==> config.mk <==
export PLATFORM = sky130hd
export DESIGN_NAME = wb_port_arbiter
export DESIGN_NICKNAME = d
export VERILOG_FILES = /design/src/rtl/wb_port_arbiter.sv
export SDC_FILE = /design/constraint.sdc
export NUM_CORES = 1
export LEC_CHECK = 0
export CAP_MARGIN = 20
export CORE_ASPECT_RATIO = 1.25
export CORE_UTILIZATION = 39
export DETAILED_ROUTE_END_ITERATION = 8
export SLEW_MARGIN = 5
export SYNTH_ARGS = -nofsm -noshare
export SYNTH_HDL_FRONTEND = slang
export SYNTH_SLANG_ARGS = --single-unit
==> constraint.sdc <==
create_clock -name clk_i -period 5.9 [get_ports clk_i]
set_input_delay 1.18 -clock clk_i [delete_from_list [all_inputs] [get_ports clk_i]]
set_output_delay 1.18 -clock clk_i [all_outputs]
set_load 0.01 [all_outputs]
==> src/rtl/wb_port_arbiter.sv <==
// wb_port_arbiter
//   Owns the single register-file write port. The in-order writeback result
//   (wb_*) has priority; results from a multi-cycle unit (mc_*) are queued in a
//   DEPTH-entry FIFO and drain into free write slots. If the pipeline keeps the
//   port busy for MAX_WAIT cycles while entries are queued, stall_req_o freezes
//   the pipeline for one cycle and the FIFO head is written instead.
// Ports
//   clk_i, rst_i                    clock, synchronous active-high reset
//   wb_we_i/wb_rd_i/wb_result_i/wb_vector_op_i   writeback write request
//   mc_valid_i/mc_ready_o/mc_rd_i/mc_data_i/mc_vector_i   mc result handshake
//   rf_we_o/rf_waddr_o/rf_wdata_o   register-file write port (combinational)
//   stall_req_o                     one-cycle pipeline freeze for forced drain
//   pending_mask_o                  registers targeted by queued mc writes
module wb_port_arbiter #(
  parameter int DATA_W   = 128,
  parameter int REG_AW   = 5,
  parameter int DEPTH    = 4,
  parameter int MAX_WAIT = 8
) (
  input  logic              clk_i,
  input  logic              rst_i,
  input  logic              wb_we_i,
  input  logic [REG_AW-1:0] wb_rd_i,
  input  logic [DATA_W-1:0] wb_result_i,
  input  logic              wb_vector_op_i,
  input  logic              mc_valid_i,
  output logic              mc_ready_o,
  input  logic [REG_AW-1:0] mc_rd_i,
  input  logic [DATA_W-1:0] mc_data_i,
  input  logic              mc_vector_i,
  output logic              rf_we_o,
  output logic [REG_AW-1:0] rf_waddr_o,
  output logic [DATA_W-1:0] rf_wdata_o,
  output logic              stall_req_o,
  output logic [31:0]       pending_mask_o
);
  localparam int PW = $clog2(DEPTH);
  localparam int CW = $clog2(DEPTH + 1);
  localparam int WW = $clog2(MAX_WAIT + 1);

  typedef enum logic [1:0] {IDLE, PEND, FORCE} state_t;

  typedef struct packed {
    logic [REG_AW-1:0] rd;
    logic [DATA_W-1:0] data;
    logic              vec;
  } ent_t;

  ent_t              mem_q [DEPTH];
  logic [DEPTH-1:0]  vld_q;
  logic [PW-1:0]     rd_ptr_q, wr_ptr_q;
  logic [CW-1:0]     cnt_q, cnt_d;
  logic [WW-1:0]     wait_q, wait_d;
  state_t            state_q, state_d;

  logic push, pop, pipe_wr, full;
  ent_t head;

  // Scalar writes replicate lane 0 across all 32-bit lanes.
  function automatic logic [DATA_W-1:0] fmt(input logic [DATA_W-1:0] d, input logic vec);
    return vec ? d : {(DATA_W/32){d[31:0]}};
  endfunction

  assign full       = (cnt_q == CW'(DEPTH));
  assign mc_ready_o = !full && !rst_i;
  assign push       = mc_valid_i && mc_ready_o;
  assign pipe_wr    = wb_we_i && (wb_rd_i != '0);
  assign head       = mem_q[rd_ptr_q];

  always_comb begin
    state_d     = state_q;
    wait_d      = wait_q;
    pop         = 1'b0;
    stall_req_o = 1'b0;
    case (state_q)
      IDLE: if (push) state_d = PEND;
      PEND: begin
        if (!pipe_wr) begin
          pop    = 1'b1;
          wait_d = '0;
        end else begin
          wait_d = (wait_q == WW'(MAX_WAIT)) ? wait_q : wait_q + 1'b1;
          if (wait_q == WW'(MAX_WAIT - 1)) state_d = FORCE;
        end
      end
      FORCE: begin
        stall_req_o = 1'b1;
        pop         = 1'b1;
        wait_d      = '0;
      end
      default: state_d = IDLE;
    endcase
    cnt_d = cnt_q + CW'(push) - CW'(pop);
    // Any pop re-evaluates occupancy: drained -> IDLE, otherwise keep draining.
    if (pop) state_d = (cnt_d == '0) ? IDLE : PEND;
    if (rst_i) stall_req_o = 1'b0;
  end

  // Write port: popped head (x0 entries discarded) or the pipeline.
  always_comb begin
    if (pop) begin
      rf_we_o    = (head.rd != '0);
      rf_waddr_o = head.rd;
      rf_wdata_o = fmt(head.data, head.vec);
    end else begin
      rf_we_o    = pipe_wr;
      rf_waddr_o = wb_rd_i;
      rf_wdata_o = fmt(wb_result_i, wb_vector_op_i);
    end
    if (rst_i) rf_we_o = 1'b0;
  end

  always_comb begin
    pending_mask_o = '0;
    for (int i = 0; i < DEPTH; i++)
      if (vld_q[i]) pending_mask_o = pending_mask_o | (32'(1) << mem_q[i].rd);
    pending_mask_o[0] = 1'b0;
    if (rst_i) pending_mask_o = '0;
  end

  always_ff @(posedge clk_i) begin
    if (rst_i) begin
      state_q  <= IDLE;
      wait_q   <= '0;
      cnt_q    <= '0;
      rd_ptr_q <= '0;
      wr_ptr_q <= '0;
      vld_q    <= '0;
    end else begin
      state_q <= state_d;
      wait_q  <= wait_d;
      cnt_q   <= cnt_d;
      // push and pop never hit the same slot: push needs !full, pop needs !empty.
      if (pop) begin
        vld_q[rd_ptr_q] <= 1'b0;
        rd_ptr_q        <= rd_ptr_q + 1'b1;
      end
      if (push) begin
        mem_q[wr_ptr_q] <= '{rd: mc_rd_i, data: mc_data_i, vec: mc_vector_i};
        vld_q[wr_ptr_q] <= 1'b1;
        wr_ptr_q        <= wr_ptr_q + 1'b1;
      end
    end
  end
endmodule

Word-level counts from Yosys, hierarchy flattened
Memory sizes are Yosys's and may differ from the RTL's. A register that Yosys moved wholly into a read port is not among the register bits.
Cells that the tools add are included.
- bits in registers: 17
- bits in writable memories: 536
- output and inout port bits: 168
- word-level logic and storage cells: 86
- memories: 1
- memories (name ; depth ; bits a word ; rd ports ; clocked after memory_dff ; wr ports ; RTL line ; text):
    mem_q ; 4 ; 134 ; 5 ; 1 ; 1 ; 49 ; ent_t mem_q [DEPTH];
- $add $sub $neg: 5
- order comparisons: 4
- eq/ne operators: 10
- shift-type cells: 4
- muxes and demuxes: 36
- bitwise operators: 6
- reductions and logical operators: 14
- operator list (kind ; number):
    128-bit 2-to-1 mux ; 3
    32-bit 2-to-1 mux ; 5
    1-bit by 5-bit << shifter with 32-bit output (first input constant) ; 4
    32-bit bitwise OR ; 3
    4-bit 2-to-1 mux ; 5
    2-bit 2-to-1 mux ; 6
    3-bit inequality test (second input constant) ; 4
    1-bit 2-to-1 mux ; 11
    5-bit nonzero test ; 2
    4-bit one-hot mux with 2 select lines ; 1
    2-bit by 3-bit < comparator with 1-bit output (second input constant) ; 2
    2-bit one-hot mux with 3 select lines ; 1
    1-bit logical AND ; 5
    5-bit 2-to-1 mux ; 1
    2-bit by 1-bit adder with 2-bit output (second input constant) ; 2
    4-bit by 1-bit adder with 4-bit output (second input constant) ; 1
    4-bit AND ; 1
    1-bit demux with 2-bit select ; 2
    4-bit by 3-bit == test with 1-bit output (second input constant) ; 1
    4-bit == test (second input constant) ; 1
    2-bit by 1-bit greater-or-equal comparator with 1-bit output (second input constant) ; 2
    4-bit inverter ; 1
    4-bit bitwise OR ; 1
    4-bit AND reduction ; 1
    12 further kinds ; 13

Longest topological paths before layout
Gate-level depths: netlist (run 1).
- depth in word-level cells: 10
- depth in mapped cells: 18

Worst setup path before layout (run 1)
Ideal clock, no wire load.
- path type: input -> register
- start point: in rst_i
- end point: mem mem_q[0][0] (netlist name) (enable)
- setup time: 0.511 ns
- arrival time: 4.897 ns
- setup slack: 0.492 ns
- stages on the path: 3
- path buffers: 1
- path through: clkbuf_1 a21oi_1 and3_1
- cells in the longest elaborated chain, start to end: 6
- ends and longest elaborated chain (element ; RTL line ; text):
    from (decl) ; 21 ; input logic rst_i,
    1-bit zero test ; 65 ; assign mc_ready_o = !full && !rst_i;
    1-bit logical AND ; 65 ;
    named net mc_ready_o ; 27 ; output logic mc_ready_o,
    1-bit logical AND ; 66 ; assign push = mc_valid_i && mc_ready_o;
    1-bit 2-to-1 mux ; 138 ; if (push) begin
    1-bit 2-to-1 mux ; 122 ; if (rst_i) begin
    1-bit 2-to-1 mux (not written as such) ; 139 ; mem_q[wr_ptr_q] <= '{rd: mc_rd_i, data: mc_data_i, vec: mc_vector_i};
    to (decl) ; 49 ;
The timed path passes the listed nets, and every way through them passes these cells.

Worst setup path in the final report (run 1)
- start point: in wb_rd_i[4]
- end point: out rf_wdata_o[118]
- cells in the longest elaborated chain, start to end: 5
- ends and longest elaborated chain (element ; RTL line ; text):
    from (decl) ; 23 ; input logic [REG_AW-1:0] wb_rd_i,
    5-bit nonzero test ; 67 ; assign pipe_wr = wb_we_i && (wb_rd_i != '0);
    1-bit logical AND ; 67 ;
    1-bit 2-to-1 mux ; 78 ; if (!pipe_wr) begin
    1-bit one-hot mux with 2 select lines ; 75 ; case (state_q)
    128-bit 2-to-1 mux ; 101 ; if (pop) begin
    to (decl) ; 33 ; output logic [DATA_W-1:0] rf_wdata_o,
No other way between the ends.

==> results.rst, run 1 <==
.. list-table::
   :header-rows: 1

   * - Metric
     - Value
   * - HPWL reported at the end of detailed placement
     - 45400 um
   * - Post-placement worst setup slack
     - 0.822 ns
   * - Number of warnings issued by yosys
     - 0
   * - Worst reg2reg setup slack
     - about 2.5 ns
   * - PnR worst setup slack
     - a little under 0.8 ns
   * - Reported net switching power
     - 0.00234 W
   * - Count of input and output buffers
     - 438
   * - Area grow syn2layout
     - 28.7%
   * - Leading cell type in the layout, fill and taps excluded
     - sky130_fd_sc_hd__edfxtp_1
   * - Number of max-cap violations
     - 0
   * - Register clock-pin slew on the reported worst setup and hold paths
     - around 0.06 ns
   * - Area share of and/or/nand/nor cells after synthesis
     - 6.07%
   * - Top FF cell, synth
     - sky130_fd_sc_hd__edfxtp_1
   * - Gp weighted congestion
     - 0.871
   * - Share of total power consumed by net switching
     - about a quarter
   * - Power share of the clock group
     - 34.6%
   * - Hold Crit Endpoint
     - wait_q[0]$_SDFFE_PP0P_
   * - Ratio of final minimum period to clock period
     - about 87%
   * - Combinational fraction of design power
     - 16.7%
   * - Final Net Count
     - approximately 2200
   * - Post-Route Utilization
     - 51.0%
   * - Count of unresolved DRC violations after routing
     - 0
   * - # Post-CTS Setup Buffers
     - 0
   * - Count of pins over their slew limit
     - 0
   * - DRC marker count from the first detailed-route iteration
     - 1052
   * - Summed negative setup slack over all endpoints
     - 0 ns
   * - Critical path arrival
     - 3.94 ns
   * - Number of synthesized flops with an enable pin
     - between 500 and 600
   * - Mapped cell area
     - 24200 sq um
   * - Top-Level Pins
     - 440
   * - Crit Path Category
     - primary input to output port
   * - Via count of the first global-routing pass
     - between 15000 and 20000
   * - Largest driver fanout on the critical path
     - 48
   * - Required time worst endpoint
     - 4.72 ns
   * - Average cell area after synthesis
     - around 16 sq um
   * - Initial antenna violation count
     - 12
   * - CTS H-Tree Depth
     - 2
   * - Leakage power figure
     - 9.67 nW
   * - Cell variety after synth
     - 52
   * - GRT Util Overall
     - between 20 and 25%
   * - Setup repair after global routing missed its margin
     - false
   * - Clock tree from TritonCTS
     - built
   * - Status
     - finished, final reports clean
   * - Clock tree root buffer cell
     - sky130_fd_sc_hd__clkbuf_16
   * - Routed length per placed instance
     - 25.0 um
   * - Compound-gate portion of the synthesized area
     - under 10%
   * - TritonCTS buffer count
     - 52
   * - Area of the die
     - 63000 sq um
   * - Number of hold violations in the final report
     - 0
   * - Effective utilization at floorplan
     - a little under 40%
   * - Post-layout minimum cycle time
     - 5.12 ns
   * - Internal Pwr Total
     - 0.00718 W
   * - Xor-xnor portion of the synthesized cell area
     - less than 1%
   * - Final setup fails
     - 0
   * - Sink count of the clock tree
     - 555
   * - Global-route wire length before repair
     - 102000 um
   * - Worst hold path type
     - flop to flop
   * - Worst clock skew
     - around 0.021 ns
   * - Part of the total power dissipated in sequential elements
     - between 40% and 50%
   * - Crit path capture type
     - output port
   * - RR Startpoint
     - state_q[0]$_SDFFE_PP0P_
   * - Overall routed net length
     - 69100 um
   * - Initial DRT Pass Iterations
     - 8
   * - Fraction of final layout cells with drive strength greater than 1
     - 14.1%
   * - Synthesized netlist cell count
     - 1482
   * - Most used cells in the layout excluding fill and tap cells
     - sky130_fd_sc_hd__edfxtp_1, sky130_fd_sc_hd__clkdlybuf4s50_1, sky130_fd_sc_hd__nand2_1, sky130_fd_sc_hd__mux4_2, sky130_fd_sc_hd__a31oi_1
   * - Worst-case headroom to the max-slew limit
     - 29.8%
   * - Net Count, Synth
     - roughly 1800
   * - GRT overflow
     - 0
   * - Multiplexer area fraction after synthesis
     - 14.0%
   * - Hold wc startpoint
     - wait_q[0]$_SDFFE_PP0P_
   * - Fraction of the mapped netlist area in adder cells
     - less than 1%
   * - Die Ht
     - about 280 um
   * - Resized cells post-CTS
     - 0
   * - Share of async-settable or async-resettable flops after synthesis
     - 0%
   * - Proportion of synthesized chip area in sequential cells
     - 68.1%
   * - Count of vias placed by the detailed router
     - 15400
   * - Number of instances on the worst hold path
     - 2
   * - Pin slew with the least headroom to its limit
     - 1.05 ns
   * - Count of state elements after synthesis
     - 555
   * - Vias per cell
     - about 5.6
   * - Largest family of logic cells by synthesized area
     - multiplexers
   * - Power density of the placed cells
     - roughly 300 nW/um^2
   * - Die Span X
     - 225 um
   * - Count of antenna-violating nets left after detailed routing
     - 0
   * - Number of buffers between clock root and the deepest sink
     - 3
   * - Clock network latency to the later pin of the worst-skew pair
     - 0.60 ns
   * - Nature of the critical path startpoint
     - primary input
   * - Highest achievable clock rate
     - 195 MHz
   * - # hold bufs at CTS
     - 0
   * - Core area
     - 61000 sq um
   * - Maximum number of pins on one net before global-route repair
     - 134
   * - Final Total Pwr
     - about 0.0095 W
   * - First element of the critical path
     - wb_rd_i[4]
   * - Number of rows created at floorplan
     - 101
   * - Peak supply drop
     - 225 uV
   * - Destination of the worst register-to-register timing path
     - state_q[0]$_SDFFE_PP0P_
   * - R2r worst-path depth
     - 15
stage by stage:
stage	hold WS [ns]	cell area, sq um	cells
2_1_floorplan	0.462	24200	1482
3_3_place_gp	0.479	29500	2660
3_5_place_dp	0.487	29500	2662
4_1_cts	0.497	31100	2756
5_1_grt	0.518	31100	2757
6_report	0.504	31100	2758
critical path, cell delays in order:
cell	delay (ns)
sky130_fd_sc_hd__clkdlybuf4s50_1	0.42
sky130_fd_sc_hd__or3_1	0.47
sky130_fd_sc_hd__o221ai_4	0.19
sky130_fd_sc_hd__buf_12	0.24
sky130_fd_sc_hd__buf_4	0.46
sky130_fd_sc_hd__a211oi_1	0.14
sky130_fd_sc_hd__a31oi_1	0.23
sky130_fd_sc_hd__clkdlybuf4s50_1	0.57
synth_stat cells (all sizes together) (3+ instances only):
| cell | number | share of area [%] |
|---|---|---|
| edfxtp | 536 | 67 |
| nand2 | 167 | 2.6 |
| mux4 | 133 | 12 |
| a31oi | 99 | 2.6 |
| a211oi | 96 | 3.0 |
| buf | 61 | 1.3 |
| clkbuf | 45 | 0.70 |
| a21oi | 43 | 0.89 |
| nor2 | 43 | 0.67 |
| a22oi | 36 | 1.1 |
| mux2 | 34 | 1.6 |
| nor2b | 33 | 0.85 |
| dfxtp | 19 | 1.6 |
| nor3b | 17 | 0.53 |
| ha | 16 | 0.83 |
| inv | 15 | 0.23 |
| and3 | 10 | 0.26 |
| o22ai | 9 | 0.23 |
| a221oi | 8 | 0.29 |
| nand3 | 7 | 0.14 |
| nand3b | 7 | 0.22 |
| and3b | 6 | 0.22 |
| nor3 | 6 | 0.12 |
| o21ai | 6 | 0.12 |
| or2 | 3 | 0.078 |
| xnor2 | 3 | 0.11 |
metal layers:
metal / vias to the layer above / wire length [um] / track usage (%)
met1: 7869 / 28300 / 27.8
met4: 12 / 1290 / 5.02
li1: 6862 / - / -
met2: 574 / 34800 / 37.7
met3: 99 / 4610 / 4.62
met5: - / 72 / 0
power by group through the flow:
stage / combinational [W] / clock, W / sequential, W
after floorplan: 0.000827 / 0 / 0.00472
after global placement: 0.00160 / 0 / 0.00470
after detailed placement: 0.00161 / 0 / 0.00472
after CTS: 0.00162 / 0.00338 / 0.00464
after global routing: 0.00171 / 0.00352 / 0.00465
final: 0.00159 / 0.00330 / 0.00463
layout make-up:
cell class	instances	area [sq um]
repair buffers	462	4670
fillers	5169	29900
clock inverters	25	273
diodes	2	5.00
flip-flops and latches	555	16500
multi-input cells	806	7240
well taps	824	1030
inverters	15	56.3
clock buffers	69	1390
worst max path at each step:
stage / to / slack, ns / cells after the start
after global placement: rf_wdata_o[83] / 0.84 / 8
after global routing: rf_wdata_o[83] / 0.64 / 8
final: rf_wdata_o[118] / 0.78 / 8
after floorplan: mem_q[0][0]$_DFFE_PP_ / 0.49 / 3
after CTS: rf_wdata_o[83] / 0.81 / 8
after detailed placement: rf_wdata_o[83] / 0.82 / 8
cell families after synthesis:
family          Yosys count
flops                   555
buf+inv                 121
simple gates            311
compound gates          304
other cells               1
fa+ha+maj                17
mux                     169
xor+xnor                  4
flip-flops by register name (all words and copies together) (netlist names), named ones only:
signal	cells
mem_q	536
wait_q	4
state_q	2
wr_ptr_q	2
cnt_q	3
rd_ptr_q	2
vld_q	4
(Power assumes the default switching activity.)
==> run 2: changes to the inputs <==
SKIP_LAST_GASP = 1   (was default)
==> results of run 2 <==
Same layout as run 1: the final DEF is identical, and so are final timing and power.
==> run 3: changes to the inputs <==
CAP_MARGIN = default   (was 20)
CORE_UTILIZATION = 25   (was 39)
==> results.rst, run 3 (synthesis gave the netlist of run 1 again) <==
.. list-table::
   :header-rows: 1

   * - Metric
     - Value
   * - Count of input and output buffers
     - 438 (unchanged)
   * - Vias per cell
     - 4.79 (was 5.59)
   * - Number of rows created at floorplan
     - 127 (was 101)
   * - Maximum number of pins on one net before global-route repair
     - 91 (was 134)
   * - Routed length per placed instance
     - 24.3 um (was 25.0 um)
   * - Initial DRT Pass Iterations
     - 6 (was 8)
   * - Critical path arrival
     - 3.91 ns (was 3.94 ns)
   * - Count of pins over their slew limit
     - 0 (unchanged)
   * - Fraction of final layout cells with drive strength greater than 1
     - 15.1% (was 14.1%)
   * - Die Span X
     - 280 um (was 225 um)
   * - Worst hold path type
     - flop to flop (unchanged)
   * - Final Net Count
     - 2197 (was 2181)
   * - Peak supply drop
     - 217 uV (was 225 uV)
   * - Area grow syn2layout
     - 32.1% (was 28.7%)
   * - Post-layout minimum cycle time
     - 5.09 ns (was 5.12 ns)
   * - Count of vias placed by the detailed router
     - 15500 (was 15400)
   * - TritonCTS buffer count
     - 58 (was 52)
   * - Registers with the highest flip-flop counts
     - mem_q x536, vld_q x4, wait_q x4 (unchanged)
   * - Worst-case headroom to the max-slew limit
     - 8.34% (was 29.8%)
   * - Largest driver fanout on the critical path
     - 90 (was 48)
   * - Ratio of final minimum period to clock period
     - 86.2% (was 86.8%)
   * - Cell total after placement
     - 3138 (was 2662)
   * - Register clock-pin slew on the reported worst setup and hold paths
     - 0.06 ns (about the same)
   * - Largest Register
     - mem_q (unchanged)
   * - Total non-filler cell area in the finished layout
     - 32000 sq um (was 31100 sq um)
   * - Area of the die
     - 98000 sq um (was 63000 sq um)
   * - GRT Util Overall
     - 15.8% (was 21.7%)
   * - Die Ht
     - 350 um (was 280 um)
   * - Crit Path Category
     - primary input to output port (unchanged)
   * - Top-Level Pins
     - 440 (unchanged)
   * - Resized cells post-CTS
     - 0 (unchanged)
   * - Placement Cell Area
     - 30100 sq um (was 29500 sq um)
   * - Leading cell type in the layout, fill and taps excluded
     - sky130_fd_sc_hd__edfxtp_1 (unchanged)
   * - Required time worst endpoint
     - 4.72 ns (about the same)
   * - Worst clock skew
     - 0.0237 ns (was 0.0213 ns)
   * - # hold bufs at CTS
     - 0 (unchanged)
   * - # Post-CTS Setup Buffers
     - 0 (unchanged)
   * - Count of unresolved DRC violations after routing
     - 0 (unchanged)
   * - Overall routed net length
     - 78700 um (was 69100 um)
   * - Count of antenna-violating nets left after detailed routing
     - 0 (unchanged)
   * - Setup repair after global routing missed its margin
     - false (unchanged)
   * - Sink count of the clock tree
     - 555 (unchanged)
   * - Leakage power figure
     - 9.82 nW (was 9.67 nW)
   * - Clock tree root buffer cell
     - sky130_fd_sc_hd__clkbuf_16 (unchanged)
   * - Initial antenna violation count
     - 20 (was 12)
   * - Final-layout fill cell count
     - 9351 (was 5169)
   * - Gp weighted congestion
     - 0.969 (was 0.871)
   * - Via count of the first global-routing pass
     - 16300 (was 15800)
   * - Crit path capture type
     - output port (unchanged)
   * - Highest achievable clock rate
     - 197 MHz (was 195 MHz)
   * - Nature of the critical path startpoint
     - primary input (unchanged)
   * - Final setup fails
     - 0 (unchanged)
   * - Number of buffers between clock root and the deepest sink
     - 3 (unchanged)
   * - Worst hold margin
     - 0.499 ns (was 0.504 ns)
   * - Power density of the placed cells
     - 307 nW/um^2 (was 306 nW/um^2)
   * - Effective utilization at floorplan
     - 25.2% (was 39.6%)
   * - Number of hold violations in the final report
     - 0 (unchanged)
   * - Clock tree from TritonCTS
     - built (unchanged)
   * - Status
     - finished, final reports clean (unchanged)
   * - CTS H-Tree Depth
     - 2 (unchanged)
   * - DRC marker count from the first detailed-route iteration
     - 1182 (was 1052)
   * - Max reg flops
     - 536 (unchanged)
   * - Final Total Pwr
     - 0.00981 W (was 0.00952 W)
   * - Global-route wire length before repair
     - 113000 um (was 102000 um)
   * - HPWL reported at the end of detailed placement
     - 55200 um (was 45400 um)
   * - Summed negative setup slack over all endpoints
     - 0 ns (unchanged)
   * - Most used cells in the layout excluding fill and tap cells
     - sky130_fd_sc_hd__edfxtp_1, sky130_fd_sc_hd__clkdlybuf4s50_1, sky130_fd_sc_hd__nand2_1, sky130_fd_sc_hd__mux4_2, sky130_fd_sc_hd__a31oi_1 (unchanged)
   * - Fin cells
     - 3244 (was 2758)
   * - Core area
     - 96000 sq um (was 61000 sq um)
   * - Pin slew with the least headroom to its limit
     - 1.37 ns (was 1.05 ns)
   * - Number of max-cap violations
     - 0 (unchanged)
   * - Ant. Diodes
     - 0 (was 2)
   * - Clock network latency to the later pin of the worst-skew pair
     - 0.63 ns (was 0.60 ns)
   * - GRT overflow
     - 0 (unchanged)
## run 3: cell count changes in the layout (fill, tap and decap cells not counted), moves of 4 or more
cell	delta
sky130_fd_sc_hd__buf_4	+13
sky130_fd_sc_hd__clkbuf_16	+8
sky130_fd_sc_hd__clkinv_1	+8
sky130_fd_sc_hd__clkbuf_1	-7
sky130_fd_sc_hd__clkinv_2	+4
## run 3: final cells by class
| class | count | area (sq um) | share of cell area (%) |
|---|---|---|---|
| clock inverters | 38 | 313 | 0.979 |
| inverters | 15 | 56.3 | 0.176 |
| well taps | 1290 | 1610 | 5.05 |
| repair buffers | 472 | 4730 | 14.8 |
| multi-input cells | 806 | 7240 | 22.6 |
| flip-flops and latches | 555 | 16500 | 51.6 |
| clock buffers | 68 | 1530 | 4.79 |
## run 3: metal layers
| metal | part of all wire, % | track usage (%) | vias to the layer above |
|---|---|---|---|
| met1 | 41 | 19.9 | 7875 |
| met3 | 6.3 | 3.06 | 138 |
| met5 | 0.041 | 0 | - |
| met4 | 2.5 | 4.38 | 6 |
| met2 | 50 | 27.5 | 611 |
| li1 | - | - | 6910 |
## run 3: power by group
part,switching [W],internal (W),leakage [nW]
clock network,0.00151,0.00202,0.898
logic,0.000880,0.000753,3.90
registers,0.0000782,0.00457,5.02
total,0.00247,0.00734,9.82
## run 3: metrics by stage
| stage | utilization [%] | setup slack (ns) |
|---|---|---|
| floorplan | - | 0.492 |
| global placement | 31.4 | 0.853 |
| detailed placement | 31.4 | 0.839 |
| CTS | 33.3 | 0.807 |
| global route | 33.3 | 0.653 |
| finish | 33.3 | 0.812 |
## run 3: worst max-delay path, stage by stage
cell and delay, ns:
sky130_fd_sc_hd__clkdlybuf4s50_1 0.42, sky130_fd_sc_hd__or3_1 0.46, sky130_fd_sc_hd__o221ai_4 0.20, sky130_fd_sc_hd__buf_12 0.34, sky130_fd_sc_hd__buf_12 0.33, sky130_fd_sc_hd__mux2_2 0.39, sky130_fd_sc_hd__clkdlybuf4s50_1 0.48
## run 3: path summary, 6_finish.rpt
check,slack [ns],to,cells after the start,start
worst max-delay path,0.81,rf_wdata_o[19],7,wb_rd_i[4]
worst min-delay path,0.50,wait_q[1]$_SDFFE_PP0P_,2,wait_q[1]$_SDFFE_PP0P_
worst max register to register,2.02,state_q[0]$_SDFFE_PP0P_,16,state_q[0]$_SDFFE_PP0P_
worst min register to register,0.50,wait_q[1]$_SDFFE_PP0P_,2,wait_q[1]$_SDFFE_PP0P_
